[src/rtl/digit_entry_ctrl_if.sv]
// -----------------------------------------------------------------------------
// digit_entry_ctrl_if
// Purpose : Groups the key-entry handshake and the committed-number result bus
//           of digit_entry_ctrl.
// Signals : key_in[9:0]      one-hot decimal key (bit k = digit k)
//           key_valid        key held down (level)
//           key_ready        controller can accept a key this cycle
//           clear            discard entry in progress, clear err
//           enter            commit current entry
//           num_out[4*NDIG]  last committed packed code, MS digit in top nibble
//           num_valid        one-cycle pulse when num_out updates
//           digit_cnt[3:0]   digits held in the entry register
//           err              sticky: a non-one-hot key was accepted
// Modports: master drives keys/controls, slave is the controller.
// -----------------------------------------------------------------------------
interface digit_entry_ctrl_if #(
  parameter int NDIG = 4
);
  logic [9:0]        key_in;
  logic              key_valid;
  logic              key_ready;
  logic              clear;
  logic              enter;
  logic [4*NDIG-1:0] num_out;
  logic              num_valid;
  logic [3:0]        digit_cnt;
  logic              err;

  modport master (
    output key_in, key_valid, clear, enter,
    input  key_ready, num_out, num_valid, digit_cnt, err
  );

  modport slave (
    input  key_in, key_valid, clear, enter,
    output key_ready, num_out, num_valid, digit_cnt, err
  );
endinterface

[src/rtl/digit_entry_ctrl.sv]
// -----------------------------------------------------------------------------
// digit_entry_ctrl
// Purpose : Accumulates up to NDIG decimal digits from a one-hot keypad into a
//           packed entry register and commits it to num_out on enter.
//           Each key press must be released before the next one is taken.
// Ports   : clk    rising-edge clock
//           rst_n  synchronous active-low reset
//           bus    digit_entry_ctrl_if.slave (key handshake + result bus)
// Config  : EXCESS3_EN defined   -> digit k coded as k+3, empty code 4'b0011
//           EXCESS3_EN undefined -> digit k coded as BCD k, empty code 4'b0000
// -----------------------------------------------------------------------------
module digit_entry_ctrl #(
  parameter int NDIG = 4
) (
  input logic               clk,
  input logic               rst_n,
  digit_entry_ctrl_if.slave bus
);

  localparam int W = 4 * NDIG;

`ifdef EXCESS3_EN
  localparam logic [3:0] EMPTY_CODE = 4'd3;
  localparam int         CODE_OFS   = 3;
`else
  localparam logic [3:0] EMPTY_CODE = 4'd0;
  localparam int         CODE_OFS   = 0;
`endif

  localparam logic [W-1:0] EMPTY_ENTRY = {NDIG{EMPTY_CODE}};
  localparam logic [3:0]   CNT_FULL    = 4'(NDIG);

  typedef enum logic [2:0] {
    S_IDLE,
    S_ARMED,
    S_HOLD,
    S_FULL,
    S_DONE
  } state_t;

  state_t         r_state;
  logic [W-1:0]   r_entry;
  logic [3:0]     r_cnt;
  logic           r_err;
  logic [W-1:0]   r_num_out;
  logic           r_num_valid;

  state_t         w_state_next;
  logic [W-1:0]   w_entry_next;
  logic [3:0]     w_cnt_next;
  logic           w_err_next;
  logic [W-1:0]   w_num_out_next;
  logic           w_num_valid_next;

  logic           w_key_ready;
  logic           w_handshake;
  logic           w_onehot;
  logic [3:0]     w_code;
  state_t         w_hold_or_idle;
  state_t         w_release_target;

  assign w_key_ready = (r_state == S_IDLE) || (r_state == S_ARMED);
  assign w_handshake = bus.key_valid && w_key_ready;

  // Exactly one bit set: nonzero and clearing the lowest set bit leaves zero.
  assign w_onehot = (bus.key_in != 10'd0) &&
                    ((bus.key_in & (bus.key_in - 10'd1)) == 10'd0);

  // Digit encoder; only meaningful when w_onehot is true.
  always_comb begin
    w_code = 4'd0;
    for (int k = 0; k < 10; k++) begin
      if (bus.key_in[k]) begin
        w_code = w_code | 4'(k + CODE_OFS);
      end
    end
  end

  // After clear or commit, a still-held key must be released before the next
  // digit, so park in HOLD instead of IDLE.
  assign w_hold_or_idle = bus.key_valid ? S_HOLD : S_IDLE;

  always_comb begin
    if (r_cnt == CNT_FULL) begin
      w_release_target = S_FULL;
    end else if (r_cnt == 4'd0) begin
      w_release_target = S_IDLE;
    end else begin
      w_release_target = S_ARMED;
    end
  end

  // Next-state and datapath. Priority: clear > enter > key handshake.
  always_comb begin
    w_state_next     = r_state;
    w_entry_next     = r_entry;
    w_cnt_next       = r_cnt;
    w_err_next       = r_err;
    w_num_out_next   = r_num_out;
    w_num_valid_next = 1'b0;

    if (bus.clear) begin
      w_entry_next = EMPTY_ENTRY;
      w_cnt_next   = 4'd0;
      w_err_next   = 1'b0;
      w_state_next = w_hold_or_idle;
    end else begin
      case (r_state)
        S_IDLE, S_ARMED: begin
          if (bus.enter) begin
            // Enter with nothing typed is ignored; the key is dropped either way.
            if (r_state == S_ARMED) begin
              w_state_next = S_DONE;
            end
          end else if (w_handshake) begin
            if (w_onehot) begin
              w_entry_next = (r_entry << 4) | W'(w_code);
              w_cnt_next   = r_cnt + 4'd1;
            end else begin
              w_err_next = 1'b1;
            end
            w_state_next = S_HOLD;
          end
        end
        S_HOLD: begin
          if (bus.enter) begin
            w_state_next = S_DONE;
          end else if (!bus.key_valid) begin
            w_state_next = w_release_target;
          end
        end
        S_FULL: begin
          if (bus.enter) begin
            w_state_next = S_DONE;
          end
        end
        S_DONE: begin
          // num_valid is registered so it rises together with the new num_out;
          // a reset during DONE therefore yields no pulse.
          w_num_out_next   = r_entry;
          w_num_valid_next = 1'b1;
          w_entry_next     = EMPTY_ENTRY;
          w_cnt_next       = 4'd0;
          w_state_next     = w_hold_or_idle;
        end
        default: begin
          w_state_next = S_IDLE;
        end
      endcase
    end
  end

  always_ff @(posedge clk) begin
    if (!rst_n) begin
      r_state     <= S_IDLE;
      r_entry     <= EMPTY_ENTRY;
      r_cnt       <= 4'd0;
      r_err       <= 1'b0;
      r_num_out   <= EMPTY_ENTRY;
      r_num_valid <= 1'b0;
    end else begin
      r_state     <= w_state_next;
      r_entry     <= w_entry_next;
      r_cnt       <= w_cnt_next;
      r_err       <= w_err_next;
      r_num_out   <= w_num_out_next;
      r_num_valid <= w_num_valid_next;
    end
  end

  assign bus.key_ready = w_key_ready;
  assign bus.num_out   = r_num_out;
  assign bus.num_valid = r_num_valid;
  assign bus.digit_cnt = r_cnt;
  assign bus.err       = r_err;

endmodule

[src/flat_wrapper.sv]
// flat-port wrapper written by rule: the top's interface ports become plain ports
module digit_entry_ctrl_flat 
#(
  parameter int NDIG = 4
)
  (clk, rst_n, bus_key_in, bus_key_valid, bus_clear, bus_enter, bus_key_ready, bus_num_out, bus_num_valid, bus_digit_cnt, bus_err);
  digit_entry_ctrl_if #(.NDIG(NDIG)) bus_i ();
  input logic clk;
  input logic rst_n;
  input wire logic [$bits(bus_i.key_in)-1:0] bus_key_in;
  input wire logic [$bits(bus_i.key_valid)-1:0] bus_key_valid;
  input wire logic [$bits(bus_i.clear)-1:0] bus_clear;
  input wire logic [$bits(bus_i.enter)-1:0] bus_enter;
  output wire logic [$bits(bus_i.key_ready)-1:0] bus_key_ready;
  output wire logic [$bits(bus_i.num_out)-1:0] bus_num_out;
  output wire logic [$bits(bus_i.num_valid)-1:0] bus_num_valid;
  output wire logic [$bits(bus_i.digit_cnt)-1:0] bus_digit_cnt;
  output wire logic [$bits(bus_i.err)-1:0] bus_err;
  assign bus_i.key_in = bus_key_in;
  assign bus_i.key_valid = bus_key_valid;
  assign bus_i.clear = bus_clear;
  assign bus_i.enter = bus_enter;
  assign bus_key_ready = bus_i.key_ready;
  assign bus_num_out = bus_i.num_out;
  assign bus_num_valid = bus_i.num_valid;
  assign bus_digit_cnt = bus_i.digit_cnt;
  assign bus_err = bus_i.err;
  digit_entry_ctrl #(.NDIG(NDIG)) u_core (.clk(clk), .rst_n(rst_n), .bus(bus_i));
endmodule
[config.mk]
export PLATFORM = sky130hd
export DESIGN_NAME = digit_entry_ctrl_flat
export DESIGN_NICKNAME = d
export VERILOG_FILES = /design/src/rtl/digit_entry_ctrl_if.sv /design/src/rtl/digit_entry_ctrl.sv /design/src/flat_wrapper.sv
export SDC_FILE = /design/constraint.sdc
export NUM_CORES = 1
export LEC_CHECK = 0
export BUFFER_PORTS_ARGS = -buffer_cell sky130_fd_sc_hd__buf_2
export CAP_MARGIN = 10
export CORE_ASPECT_RATIO = 0.5
export CORE_UTILIZATION = 35
export DETAILED_ROUTE_END_ITERATION = 8
export HOLD_SLACK_MARGIN = 0.1
export PLACE_DENSITY = 0.67
export SYNTH_ARGS = -nofsm -noshare
export SYNTH_HDL_FRONTEND = slang
export SYNTH_SLANG_ARGS = --single-unit
[constraint.sdc]
create_clock -name clk -period 4.61 [get_ports clk]
set_clock_uncertainty 0.1 [all_clocks]
set_input_delay 0.6915 -clock clk [delete_from_list [all_inputs] [get_ports clk]]
set_output_delay 0.6915 -clock clk [all_outputs]
set_load 0.03 [all_outputs]
======== After elaboration in Yosys (flattened, before gate mapping) ========
Cells that the tools add are included.
word-level totals
  bits of input ports ..................... 15
  register bits after elaboration ......... 41
  word-level logic and storage cells ...... 69
  output and inout bits ................... 23
cells by class
  bitwise operators ....................... 6
  reductions and logical operators ........ 14
  $add $sub $neg .......................... 2
  mux-type cells .......................... 29
  equality and inequality tests ........... 12
operators by type and width
  operator               number
  $mux 16                3
  $mux 3                 11
  $pmux 16 s2            1
  $mux 4                 5
  $or 16x4->16           1
  $pmux 3 s4             1
  $reduce_and 4->1       3
  $and 10x10->10         1
  $logic_not 10->1       1
  $reduce_bool 10->1     1
  $sub 10x1->10 const B  1
  $mux 2                 4
  $ne 4x3->1 const B     2
  $pmux 4 s2             1
  $eq 3x2->1 const B     2
  $add 4x1->4 const B    1
  $eq 4x3->1 const B     1
  $logic_not 4->1        1
  $ne 2x1->1 const B     2
  $ne 4x4->1 const B     1
  $not 1->1              4
  $reduce_or 2->1        2
  $eq 3x1->1 const B     1
  $eq 3x3->1 const B     1
  other kinds (8)        11

======== Depth between registers and ports, before layout ========
Gate-level depths: netlist of the first run.
  depth in word-level cells ............... 14
  mapped depth ............................ 8
  depth with buffers taken out ............ 6

======== Worst setup path after synthesis of the first run ========
OpenSTA, ideal clock, no wires.
  path type ............................... input -> register
  from .................................... input port bus_key_in[3]
  to ...................................... register u_core.r_entry[10]
  arrival ................................. 2.618 ns
  setup slack ............................. 1.821 ns
  path buffers ............................ 2
  stages .................................. 8
  path through ............................ or4_4 > or3_4 > o2bb2ai_2 > nor4_4 > or2_1 > buf_6 > buf_12 > mux2i_1
on the way
  longest elaborated chain between the ends .. 6
  elaborated cells between the ends (all ways) .. 7
  those cells by class .................... 1 x add/sub; 1 x eq/ne; 1 x bitwise; 4 x reduce/logical
RTL lines
  what                            line                     source
  start: declaration              flat_wrapper.sv:10       input wire logic [$bits(bus_i.key_in)-1:0] bus_key_in;
  $sub 10x1->10                   digit_entry_ctrl.sv:67   ((bus.key_in & (bus.key_in - 10'd1)) == 10'd0);
  $and 10x10->10                  digit_entry_ctrl.sv:67
  $logic_not 10->1                digit_entry_ctrl.sv:67
  $logic_and 1x1->1 (*)           digit_entry_ctrl.sv:66   assign w_onehot = (bus.key_in != 10'd0) &&
  $ne 2x1->1 (no line) (*)        -
  $reduce_and 4->1 (no line) (*)  -
  end signal: assignment          digit_entry_ctrl.sv:163  r_entry <= w_entry_next;
  end: declaration                digit_entry_ctrl.sv:42   logic [W-1:0] r_entry;
Mark *: on every way between the ends. The rest lies on a longest branch, timed or not.
A chain may end at the register's enable or synchronous reset.

======== Worst setup path after layout of the first run ========
  from .................................... input port bus_key_in[3]
  to ...................................... register u_core.r_entry[13]
Same word-level chain as after synthesis.

==> results of run 1 <==
-- worst reg2reg max path, cell delays in order, from the launching register on --
cell     delay, ns
dfxtp_1       0.36
nor2_1        0.20
and2_1        0.19
o31ai_1       0.11
nor4_4        0.23
or2_1         0.80
mux2i_1       0.29
-- per-layer routing --
| metal | track usage, % | vias to the layer above |
|---|---|---|
| met3 | 5.54 | 4 |
| li1 | - | 771 |
| met5 | 0 | - |
| met2 | 22.5 | 28 |
| met4 | 2.86 | 0 |
| met1 | 18.8 | 675 |
-- cells by family after synthesis --
group | synth area share, %
simple gates | 23.6
flops | 45.3
compound gates | 14.7
mux | 10.5
buf+inv | 4.01
fa+ha+maj | 1.93
-- cell type report --
class | count | area, µm²
fillers | 508 | 2820
multi-input cells | 147 | 918
flip-flops and latches | 41 | 821
repair buffers | 38 | 193
well taps | 70 | 87.6
clock buffers | 6 | 82.6
inverters | 4 | 15.0
clock inverters | 2 | 13.8
-- through the flow --
step	hold WS [ns]	std cells	utilization, %
global placement	0.340	300	41.1
CTS	0.356	308	43.0
global route	0.368	308	43.0
detailed placement	0.344	300	41.1
finish	0.353	308	43.0
floorplan	0.331	201	-
-- worst paths after layout --
check | from | end | slack (ns) | cells past startpoint
worst max-delay path | bus_key_in[3] | u_core.r_entry[13] | 1.37 | 7
worst min-delay path | u_core.bus.num_out[8] | u_core.bus.num_out[8] | 0.35 | 2
worst max register to register | u_core.r_state[2] | u_core.r_entry[13] | 2.27 | 6
worst min register to register | u_core.bus.num_out[8] | u_core.bus.num_out[8] | 0.35 | 2
-- power by group --
| part | switching, mW | internal [mW] | total (mW) |
|---|---|---|---|
| Clock | 0.123 | 0.121 | 0.244 |
| Sequential | 0.00156 | 0.355 | 0.357 |
| Combinational | 0.0243 | 0.0154 | 0.0397 |
| Total | 0.149 | 0.492 | 0.640 |
-- state kept, by name (all words and copies together) (netlist names) --
name,count
u_core.r_state,3
u_core.bus.digit_cnt,4
u_core.bus.num_valid,1
u_core.bus.err,1
u_core.bus.num_out,16
u_core.r_entry,16
-- cells in the mapped netlist, types with 2 or more instances --
library cell  count
a31oi_1           2
inv_1             4
or4_1             2
nand4_1           2
or3_1             2
nand2b_1          3
nor3_1            4
a21boi_1         17
clkbuf_1          7
o21ai_1           3
and2_1            3
nor2_1            8
o21ai_0           4
dfxtp_1          41
nand2_1          56
mux2i_1          19
ha_1              2
==> tab_implementation.tex, run 1 <==
\begin{tabular}{lr}
\hline
Metric & Value \\
\hline
\multicolumn{2}{l}{\textbf{Worst setup path}} \\
\quad Required time of the critical path & 4.72 ns \\
\quad Sort of element at the end of the critical path & flop \\
\quad Crit path arrival time & 3.36 ns \\
\quad Startpoint type of the worst setup path & input port \\
\quad Largest fanout on the critical path & 18 \\
\quad Largest incremental delay on the critical path & 0.80 ns \\
\quad Cell chain of the critical path & buf\_2 -> or4\_4 -> a2111oi\_1 -> o31ai\_1 -> nor4\_4 -> or2\_1 -> mux2i\_1 \\
\quad Family with the most delay on the worst path & simple AND/OR/NAND/NOR gates \\
\quad Critical path buffers and inverters & 1 \\
\quad Type of the worst setup path & in -> reg \\
\quad Slowest cell on the critical path & or2\_1 \\
\multicolumn{2}{l}{\textbf{Power}} \\
\quad Leakage power figure & 0.809 nW \\
\quad IR Drop Worst-Case VDD & 123 µV \\
\quad Final Total Pwr & 0.640 mW \\
\quad Power density over the cells & 300 nW/µm² \\
\multicolumn{2}{l}{\textbf{Timing}} \\
\quad Part of the cycle the worst path needs & 70.4\% \\
\quad Final worst slack & about 1.4 ns \\
\quad Min cycle time layout & between 3 and 4 ns \\
\quad Maximum achievable frequency & 308 MHz \\
\quad Number of hold violations in the final report & 0 \\
\quad Slew margin rel. & between 30\% and 40\% \\
\quad TNS Setup & 0 ns \\
\quad Setup repair after global routing missed its margin & false \\
\quad Final Slew Violations & 0 \\
\quad Slew at the pin closest to its max-slew limit & slightly above 1 ns \\
\quad Final number of setup-violating endpoints & 0 \\
\multicolumn{2}{l}{\textbf{Synthesis}} \\
\quad Distinct cell type count of the synthesized netlist & 39 \\
\quad Share of synthesized registers carrying an async set or reset & 0\% \\
\quad Post-synthesis cell area & 1810 µm² \\
\quad Number of warnings reported in the yosys synthesis log & 0 \\
\quad Register area share after synthesis & a little under half \\
\quad Main area contributors after synthesis & dfxtp\_1, nand2\_1, mux2i\_1 \\
\quad Net count after synthesis & 218 \\
\quad Flip-flop and latch count after synthesis & 41 \\
\quad Top-area cell type share of the netlist area & 45.3\% \\
\quad Count of flip-flops with a built-in enable after synthesis & 0 \\
\quad Top\_reg\_cell synth & dfxtp\_1 \\
\quad Mean Syn Cell Area & 9.01 µm² \\
\quad Post-synthesis cell count & between 200 and 250 \\
\quad Cell type with the highest aggregate area in the netlist & dfxtp\_1 \\
\multicolumn{2}{l}{\textbf{Die}} \\
\quad Effective utilization at floorplan & between 30\% and 40\% \\
\quad Die Ht & 52.9 µm \\
\quad Die area & 5490 µm² \\
\quad Horizontal extent of the die & 104 µm \\
\quad Cell row count & 18 \\
\quad Placeable core region & 4950 µm² \\
\quad Ports & 38 \\
\multicolumn{2}{l}{\textbf{Place}} \\
\quad Total of buffers placed on input and output ports & 37 \\
\quad Worst slack, placed & 1.03 ns \\
\quad Final weighted congestion in routability-driven placement & 0.817 \\
\quad Post-DP HPWL & 2.84 mm \\
\quad Placed Instance Area & 2030 µm² \\
\multicolumn{2}{l}{\textbf{Drt}} \\
\quad TritonRoute pass-1 iters & 4 \\
\quad Avg WL per Cell & 12.4 µm \\
\quad \# DRC & 0 \\
\quad Via-to-Cell Ratio & 4.80 \\
\quad Violation count after the first detailed-route iteration & 49 \\
\quad Via Count & 1,478 \\
\quad WL met2 & 1.59 mm \\
\quad Total routed wirelength & 3.83 mm \\
\quad Antenna Nets Post-Route & 0 \\
\quad Detailed-route wire length on metal 1 & 2.00 mm \\
\quad Highest layer used for signal routing & met4 \\
\quad Detail Route met3 WL & 208 µm \\
\multicolumn{2}{l}{\textbf{Run}} \\
\quad Number of max-capacitance violations reported & 0 \\
\multicolumn{2}{l}{\textbf{Outcome}} \\
\quad Result of the run & complete, no violations \\
\multicolumn{2}{l}{\textbf{Clock tree}} \\
\quad TritonCTS clock tree & done \\
\quad Hold buffers post-CTS & 0 \\
\quad Buffers inserted by post-CTS timing repair & 0 \\
\quad Latest clock arrival within the worst-skew pair & 0.29 ns \\
\quad Master cell of the clock root buffer & clkbuf\_8 \\
\quad Max Buffers Root-to-Sink & 2 \\
\quad Clock net sink count & 41 \\
\quad Clock transition at the registers of the reported paths & roughly 0.080 ns \\
\quad Post-CTS Resized & 0 \\
\quad H-tree levels & 2 \\
\quad Clock buffer count from CTS & 5 \\
\multicolumn{2}{l}{\textbf{Global routing}} \\
\quad Overall Global Routing Usage & 14.3\% \\
\quad Global route total overflow & 0 \\
\quad Number of antenna violations at the first check in global routing & 0 \\
\quad Largest net degree at the start of global routing & 24 \\
\quad Global-route wire length before repair & slightly above 6 mm \\
\quad Via count of the first global-routing pass & 1,291 \\
\multicolumn{2}{l}{\textbf{Finish}} \\
\quad Area added between synthesis and finish & 17.6\% \\
\quad Cell area after layout & about 2100 µm² \\
\quad Share of post-route cells with drive strength above 1 & a little over a fifth \\
\quad Most frequent standard cell in the layout excluding fill and tap cells & nand2\_1 \\
\quad Total Nets Final & 254 \\
\quad Number of antenna diodes & 0 \\
\quad Commonest cells after routing, fill and taps aside & nand2\_1, dfxtp\_1, buf\_2, mux2i\_1, a21boi\_1 \\
\multicolumn{2}{l}{\textbf{Min path}} \\
\quad Min-delay worst type & reg -> reg \\
\hline
\end{tabular}
(Power assumes the default switching activity.)
==> run 2: changes to the inputs <==
==> constraint.sdc (replaced) <==
create_clock -name clk -period 3.3 [get_ports clk]
set_clock_uncertainty 0.1 [all_clocks]
set_input_delay 0.495 -clock clk [delete_from_list [all_inputs] [get_ports clk]]
set_output_delay 0.495 -clock clk [all_outputs]
set_load 0.03 [all_outputs]
==> run 2 against run 1 <==
Cell count up 0.32%. Power up 48%. Core utilization up 0.45 points. Largest cell class unchanged. Via count up 1.8%.
==> tab_implementation.tex, run 2 (same netlist as run 1, synthesis figures left out) <==
\begin{tabular}{lr}
\hline
Metric & Value \\
\hline
\multicolumn{2}{l}{\textbf{Outcome}} \\
\quad Result of the run & complete, no violations \\
\multicolumn{2}{l}{\textbf{Finish}} \\
\quad Final Util & 43.5\% (+0.45 points) \\
\quad Area added between synthesis and finish & 18.9\% \\
\quad Share of post-route cells with drive strength above 1 & 22.2\% (+0.33 points) \\
\quad Most frequent standard cell in the layout excluding fill and tap cells & nand2\_1 \\
\quad Total Nets Final & 256 (+0.79\%) \\
\quad Commonest cells after routing, fill and taps aside & nand2\_1, dfxtp\_1, buf\_2, mux2i\_1, a21boi\_1 \\
\quad Number of fill cells & 508 (unchanged) \\
\quad Cell area after layout & 2150 µm² (+1.1\%) \\
\quad Number of antenna diodes & 0 (unchanged) \\
\multicolumn{2}{l}{\textbf{Clock tree}} \\
\quad TritonCTS clock tree & done \\
\quad Clock transition at the registers of the reported paths & 0.08 ns (about the same) \\
\quad Post-CTS Resized & 0 (unchanged) \\
\quad Hold buffers post-CTS & 0 (unchanged) \\
\quad Clock net sink count & 41 (unchanged) \\
\quad Max Buffers Root-to-Sink & 2 (unchanged) \\
\quad H-tree levels & 2 (unchanged) \\
\quad Clock buffer count from CTS & 5 (unchanged) \\
\quad Buffers inserted by post-CTS timing repair & 0 (unchanged) \\
\quad Master cell of the clock root buffer & clkbuf\_8 \\
\quad Latest clock arrival within the worst-skew pair & 0.29 ns (about the same) \\
\multicolumn{2}{l}{\textbf{Run}} \\
\quad Number of max-capacitance violations reported & 0 (unchanged) \\
\multicolumn{2}{l}{\textbf{Die}} \\
\quad Effective utilization at floorplan & 36.6\% (unchanged) \\
\quad Horizontal extent of the die & 104 µm (unchanged) \\
\quad Ports & 38 (unchanged) \\
\quad Die area & 5490 µm² (unchanged) \\
\quad Die Ht & 52.9 µm (unchanged) \\
\quad Cell row count & 18 (unchanged) \\
\quad Placeable core region & 4950 µm² (unchanged) \\
\multicolumn{2}{l}{\textbf{Place}} \\
\quad Final weighted congestion in routability-driven placement & 0.794 (-2.8\%) \\
\quad Placed Instance Area & 2050 µm² (+0.74\%) \\
\quad Post-DP HPWL & 2.87 mm (+0.87\%) \\
\quad Total of buffers placed on input and output ports & 37 (unchanged) \\
\multicolumn{2}{l}{\textbf{Drt}} \\
\quad Avg WL per Cell & 12.5 µm (+0.22\%) \\
\quad Total routed wirelength & 3.85 mm (+0.55\%) \\
\quad Via Count & 1,505 (+1.8\%) \\
\quad Violation count after the first detailed-route iteration & 56 (+14\%) \\
\quad Antenna Nets Post-Route & 0 (unchanged) \\
\quad \# DRC & 0 (unchanged) \\
\quad Via-to-Cell Ratio & 4.87 (+1.5\%) \\
\quad TritonRoute pass-1 iters & 4 (unchanged) \\
\multicolumn{2}{l}{\textbf{Timing}} \\
\quad TNS Setup & 0 ns (unchanged) \\
\quad Number of hold violations in the final report & 0 (unchanged) \\
\quad Part of the cycle the worst path needs & 78.3\% \\
\quad Slew at the pin closest to its max-slew limit & 0.616 ns (-0.400 ns) \\
\quad Slew margin rel. & 58.9\% (+27 points) \\
\quad Maximum achievable frequency & approximately 390 MHz \\
\quad Min cycle time layout & 2.58 ns \\
\quad Setup repair after global routing missed its margin & false \\
\quad Final Slew Violations & 0 (unchanged) \\
\quad Final number of setup-violating endpoints & 0 (unchanged) \\
\multicolumn{2}{l}{\textbf{Worst setup path}} \\
\quad Family with the most delay on the worst path & simple AND/OR/NAND/NOR gates \\
\quad Required time of the critical path & 3.42 ns (-1.30 ns) \\
\quad Largest incremental delay on the critical path & 0.57 ns (-0.23 ns) \\
\quad Sort of element at the end of the critical path & flop \\
\quad Critical path buffers and inverters & 2 (+1) \\
\quad Cell chain of the critical path & buf\_2 -> or4\_4 -> a2111oi\_1 -> o31ai\_1 -> nor4\_4 -> or2\_1 -> buf\_4 -> mux2i\_1 \\
\quad Largest fanout on the critical path & 18 (unchanged) \\
\quad Crit path arrival time & 2.70 ns (-0.66 ns) \\
\quad Slowest cell on the critical path & or4\_4 \\
\quad Startpoint type of the worst setup path & input port \\
\quad Type of the worst setup path & in -> reg \\
\multicolumn{2}{l}{\textbf{Global routing}} \\
\quad Via count of the first global-routing pass & 1,336 (+3.5\%) \\
\quad Global-route wire length before repair & 6.20 mm (+2.2\%) \\
\quad Largest net degree at the start of global routing & 24 (unchanged) \\
\quad Global route total overflow & 0 (unchanged) \\
\quad Overall Global Routing Usage & 14.8\% (+0.50 points) \\
\quad Number of antenna violations at the first check in global routing & 0 (unchanged) \\
\multicolumn{2}{l}{\textbf{Power}} \\
\quad IR Drop Worst-Case VDD & 160 µV (+30\%) \\
\quad Power density over the cells & 439 nW/µm² (+46\%) \\
\quad Leakage power figure & 0.823 nW (+1.7\%) \\
\multicolumn{2}{l}{\textbf{Min path}} \\
\quad Min-delay worst type & reg -> reg \\
\hline
\end{tabular}
[run 2: cell types whose count changed in the layout (fill, tap and decap cells not counted)]
cell       change
clkbuf_8       -1
buf_4          +2
clkinv_4       -1
bufinv_16      +1
[run 2: layout make-up]
class	instances	area, µm²	share of cell area [%]
multi-input cells	147	918	42.6
flip-flops and latches	41	821	38.1
repair buffers	40	208	9.65
well taps	70	87.6	4.07
clock buffers	5	68.8	3.20
clock inverters	2	35.0	1.63
inverters	4	15.0	0.697
[run 2: stage by stage]
stage	setup slack [ns]	power [mW]	instances	hold WS, ns
final	0.716	0.944	309	0.353
after global routing	0.521	0.977	309	0.369
after CTS	0.706	0.949	309	0.357
after detailed placement	0.411	0.566	302	0.346
after global placement	0.478	0.564	302	0.340
after floorplan	0.707	0.542	201	0.331
[run 2: worst paths after layout]
kind / startpoint / end / slack, ns / cells past startpoint
max: bus_key_in[3] / u_core.r_entry[1] / 0.72 / 8
min: u_core.bus.num_out[8] / u_core.bus.num_out[8] / 0.35 / 2
max reg2reg: u_core.r_state[2] / u_core.r_entry[1] / 1.36 / 7
min reg2reg: u_core.bus.num_out[8] / u_core.bus.num_out[8] / 0.35 / 2
[run 2: routing by layer]
layer	part of all wire [%]	routed length (µm)	vias to the layer above	GRT usage, %
met1	51	1980	699	19.0
met5	0	0	-	0
met2	42	1600	29	23.4
li1	-	-	769	-
met4	1.5	59	0	5.71
met3	5.5	211	8	4.80
[run 2: where the power goes]
part           total [mW]  switching [mW]  internal (mW)
sequential          0.498         0.00229          0.496
clock               0.391           0.171          0.220
combinational      0.0558          0.0341         0.0217
total               0.944           0.207          0.737
[run 2: worst register-to-register path, cell delays in order, from the launching register on]
cell     delay (ns)
dfxtp_1        0.36
nor2_1         0.20
and2_1         0.20
o31ai_1        0.12
nor4_4         0.23
or2_1          0.15
buf_4          0.29
mux2i_1        0.24
==> run 3: changes to the inputs <==
--- a/config.mk
+++ b/config.mk
@@ -11,7 +11,7 @@
 export CORE_UTILIZATION = 35
 export DETAILED_ROUTE_END_ITERATION = 8
 export HOLD_SLACK_MARGIN = 0.1
-export PLACE_DENSITY = 0.67
+export PLACE_DENSITY = 0.69
 export SYNTH_ARGS = -nofsm -noshare
 export SYNTH_HDL_FRONTEND = slang
 export SYNTH_SLANG_ARGS = --single-unit
==> constraint.sdc (replaced) <==
create_clock -name clk -period 2.2 [get_ports clk]
set_clock_uncertainty 0.1 [all_clocks]
set_input_delay 0.33 -clock clk [delete_from_list [all_inputs] [get_ports clk]]
set_output_delay 0.33 -clock clk [all_outputs]
set_load 0.03 [all_outputs]
==> run 3 against run 2 <==
The flow now finishes with violations (setup timing). Final area grew 15%. Combinational power grew 120%. Via count grew 5.4%. Power grew 59%. Die area is the same. First-iteration DRC count shrank 3.6%. Wire length grew 11%. Clock power grew 61%. Core utilization grew 6.5 points. Largest cell class unchanged.
==> tab_implementation.tex, run 3 (same netlist as run 1, synthesis figures left out) <==
\begin{tabular}{lr}
\hline
Metric & Value \\
\hline
\multicolumn{2}{l}{\textbf{Outcome}} \\
\quad Result of the run & finished with violations \\
\quad Violations in the final reports & setup timing \\
\multicolumn{2}{l}{\textbf{Clock tree}} \\
\quad Hold buffers post-CTS & 0 (unchanged) \\
\quad Clock transition at the registers of the reported paths & 0.08 ns (about the same) \\
\quad Latest clock arrival within the worst-skew pair & 0.30 ns (about the same) \\
\quad Clock net sink count & 41 (unchanged) \\
\quad H-tree levels & 2 (unchanged) \\
\quad Master cell of the clock root buffer & clkbuf\_8 \\
\quad Clock buffer count from CTS & 5 (unchanged) \\
\quad TritonCTS clock tree & done \\
\quad Max Buffers Root-to-Sink & 2 (unchanged) \\
\multicolumn{2}{l}{\textbf{Global routing}} \\
\quad Global-route wire length before repair & 6.63 mm (+7.0\%) \\
\quad Largest net degree at the start of global routing & 24 (unchanged) \\
\quad Global route total overflow & 0 (unchanged) \\
\quad Overall Global Routing Usage & 15.7\% (+0.95 points) \\
\quad Via count of the first global-routing pass & 1,442 (+7.9\%) \\
\quad Number of antenna violations at the first check in global routing & 0 (unchanged) \\
\multicolumn{2}{l}{\textbf{Worst setup path}} \\
\quad Slowest cell on the critical path & or4\_4 \\
\quad Crit path arrival time & 2.35 ns (-0.35 ns) \\
\quad Startpoint type of the worst setup path & input port \\
\quad Sort of element at the end of the critical path & flop \\
\quad Reg2reg start & u\_core.r\_state[2] \\
\quad Slack of the worst reg-to-reg path & 0.43 ns (-0.93 ns) \\
\quad Family with the most delay on the worst path & simple AND/OR/NAND/NOR gates \\
\quad Largest fanout on the critical path & 9 (-9) \\
\quad Required time of the critical path & 2.32 ns (-1.10 ns) \\
\quad Largest incremental delay on the critical path & 0.57 ns (about the same) \\
\quad Type of the worst setup path & in -> reg \\
\quad Number of cells on the worst reg-to-reg path & 7 (unchanged) \\
\quad Cell chain of the critical path & buf\_6 -> or4\_4 -> or3\_4 -> o2bb2ai\_4 -> nor4\_4 -> or2\_4 -> clkbuf\_16 -> mux2i\_1 \\
\quad Worst reg2reg path endpoint & u\_core.r\_entry[4] \\
\quad Critical path buffers and inverters & 2 (unchanged) \\
\multicolumn{2}{l}{\textbf{Timing}} \\
\quad Number of hold violations in the final report & 0 (unchanged) \\
\quad Hold Worst Slack & 0.257 ns (-0.0962 ns) \\
\quad Maximum achievable frequency & $\sim$450 MHz \\
\quad Final number of setup-violating endpoints & 11 (+11) \\
\quad Slew at the pin closest to its max-slew limit & 0.373 ns (-0.243 ns) \\
\quad Final worst slack & -0.0272 ns (-0.743 ns) \\
\quad Setup repair after global routing missed its margin & true \\
\quad Part of the cycle the worst path needs & 101\% \\
\quad Final Slew Violations & 0 (unchanged) \\
\quad Min cycle time layout & 2.23 ns \\
\quad TNS Setup & -0.132 ns (-0.132 ns) \\
\quad Slew margin rel. & 74.8\% (+16 points) \\
\multicolumn{2}{l}{\textbf{Drt}} \\
\quad Antenna Nets Post-Route & 0 (unchanged) \\
\quad Avg WL per Cell & 12.8 µm (+3.0\%) \\
\quad TritonRoute pass-1 iters & 4 (unchanged) \\
\quad Violation count after the first detailed-route iteration & 54 (-3.6\%) \\
\quad Via Count & 1,586 (+5.4\%) \\
\quad Total routed wirelength & 4.28 mm (+11\%) \\
\quad Via-to-Cell Ratio & 4.76 (-2.2\%) \\
\quad \# DRC & 0 (unchanged) \\
\multicolumn{2}{l}{\textbf{Power}} \\
\quad Power density over the cells & 606 nW/µm² (+38\%) \\
\quad Final Total Pwr & 1.50 mW (+59\%) \\
\quad Internal Dissipation & 1.17 mW (+59\%) \\
\quad Net switching share of the total power & 21.9\% (-0.034 points) \\
\quad Combinational Power Share & 8.0\% (+2.1 points) \\
\quad IR Drop Worst-Case VDD & 334 µV (+110\%) \\
\quad Sw Pwr & 0.328 mW (+58\%) \\
\quad Sequential power share & 49.9\% (-2.8 points) \\
\quad Clock network fraction of total power & 42.1\% (+0.7 points) \\
\quad Leakage power figure & 0.962 nW (+17\%) \\
\multicolumn{2}{l}{\textbf{Place}} \\
\quad Total of buffers placed on input and output ports & 37 (unchanged) \\
\quad Post-DP HPWL & 2.99 mm (+4.2\%) \\
\quad Final weighted congestion in routability-driven placement & 0.801 (+0.82\%) \\
\multicolumn{2}{l}{\textbf{Min path}} \\
\quad Hold Crit Endpoint & u\_core.r\_state[0] \\
\quad Source of the worst hold timing path & bus\_enter \\
\quad Worst hold path stage count & 4 (+2) \\
\quad Min-delay worst type & in -> reg \\
\multicolumn{2}{l}{\textbf{Die}} \\
\quad Placeable core region & 4950 µm² (unchanged) \\
\quad Cell row count & 18 (unchanged) \\
\quad Horizontal extent of the die & 104 µm (unchanged) \\
\quad Ports & 38 (unchanged) \\
\quad Effective utilization at floorplan & 36.6\% (unchanged) \\
\quad Die area & 5490 µm² (unchanged) \\
\quad Die Ht & 52.9 µm (unchanged) \\
\multicolumn{2}{l}{\textbf{Finish}} \\
\quad Commonest cells after routing, fill and taps aside & nand2\_1, dfxtp\_1, buf\_2, buf\_4, mux2i\_1 \\
\quad Total Nets Final & 279 (+9.0\%) \\
\quad Number of antenna diodes & 0 (unchanged) \\
\quad Share of post-route cells with drive strength above 1 & 31.2\% (+9.0 points) \\
\quad Area added between synthesis and finish & 36.5\% \\
\quad Most frequent standard cell in the layout excluding fill and tap cells & nand2\_1 \\
\quad Number of fill cells & 474 (-6.7\%) \\
\multicolumn{2}{l}{\textbf{Run}} \\
\quad Number of max-capacitance violations reported & 0 (unchanged) \\
\hline
\end{tabular}
-- run 3: worst max path at each step --
stage | start | end | cells after the start
finish | bus_key_in[0] | u_core.r_entry[4] | 8
global route | bus_key_in[0] | u_core.r_entry[6] | 8
CTS | bus_key_in[3] | u_core.r_entry[11] | 8
detailed placement | bus_key_in[3] | u_core.r_entry[6] | 8
global placement | bus_key_in[3] | u_core.r_entry[1] | 8
floorplan | bus_key_in[3] | u_core.r_entry[10] | 8
-- run 3: area by class of cell --
cell class | instances | area (µm²) | area share, %
Tap cell | 70 | 87.6 | 3.54
Clock buffer | 6 | 82.6 | 3.34
Clock inverter | 2 | 37.5 | 1.52
Multi-Input combinational cell | 147 | 983 | 39.8
Inverter | 4 | 15.0 | 0.607
Sequential cell | 41 | 821 | 33.2
Timing Repair Buffer | 63 | 447 | 18.1
-- run 3: per-stage QoR --
stage / worst slack (ns) / cells / area [µm²] / util, %
finish: -0.0272 / 333 / 2470 / 49.9
global route: -0.110 / 333 / 2470 / 49.9
CTS: -0.0108 / 325 / 2340 / 47.2
detailed placement: -0.326 / 317 / 2220 / 44.7
global placement: -0.241 / 317 / 2220 / 44.7
floorplan: -0.204 / 201 / 1850 / -
-- run 3: repair_timing --
item,CTS,global route
buffers inserted,0,6
pin swaps,2,7
cloned,0,2
setup endpoints to repair,4,17
gates resized for setup,0,7
-- run 3: layer usage --
metal  track usage [%]  vias up  share of wire [%]  wire length, µm
met4              5.24        0                1.5               66
met1              19.1      731                 51             2170
met2              27.0       31                 44             1880
li1                  -      817                  -                -
met3              5.17        7                3.8              161
met5                 0        -                  0                0
-- run 3: worst register-to-register path: stages (launching register included) --
cell and delay (ns):
dfxtp_1 0.37, nor2_1 0.19, and2_1 0.19, o31ai_2 0.10, nor4_4 0.17, or2_4 0.23, clkbuf_16 0.18, mux2i_1 0.18
-- run 3: power by group through the flow --
stage	combinational [mW]	clock, mW	sequential, mW
6_report	0.120	0.631	0.747
5_1_grt	0.129	0.675	0.747
2_1_floorplan	0.0511	0	0.765
3_3_place_gp	0.104	0	0.765
4_1_cts	0.106	0.644	0.747
3_5_place_dp	0.106	0	0.765
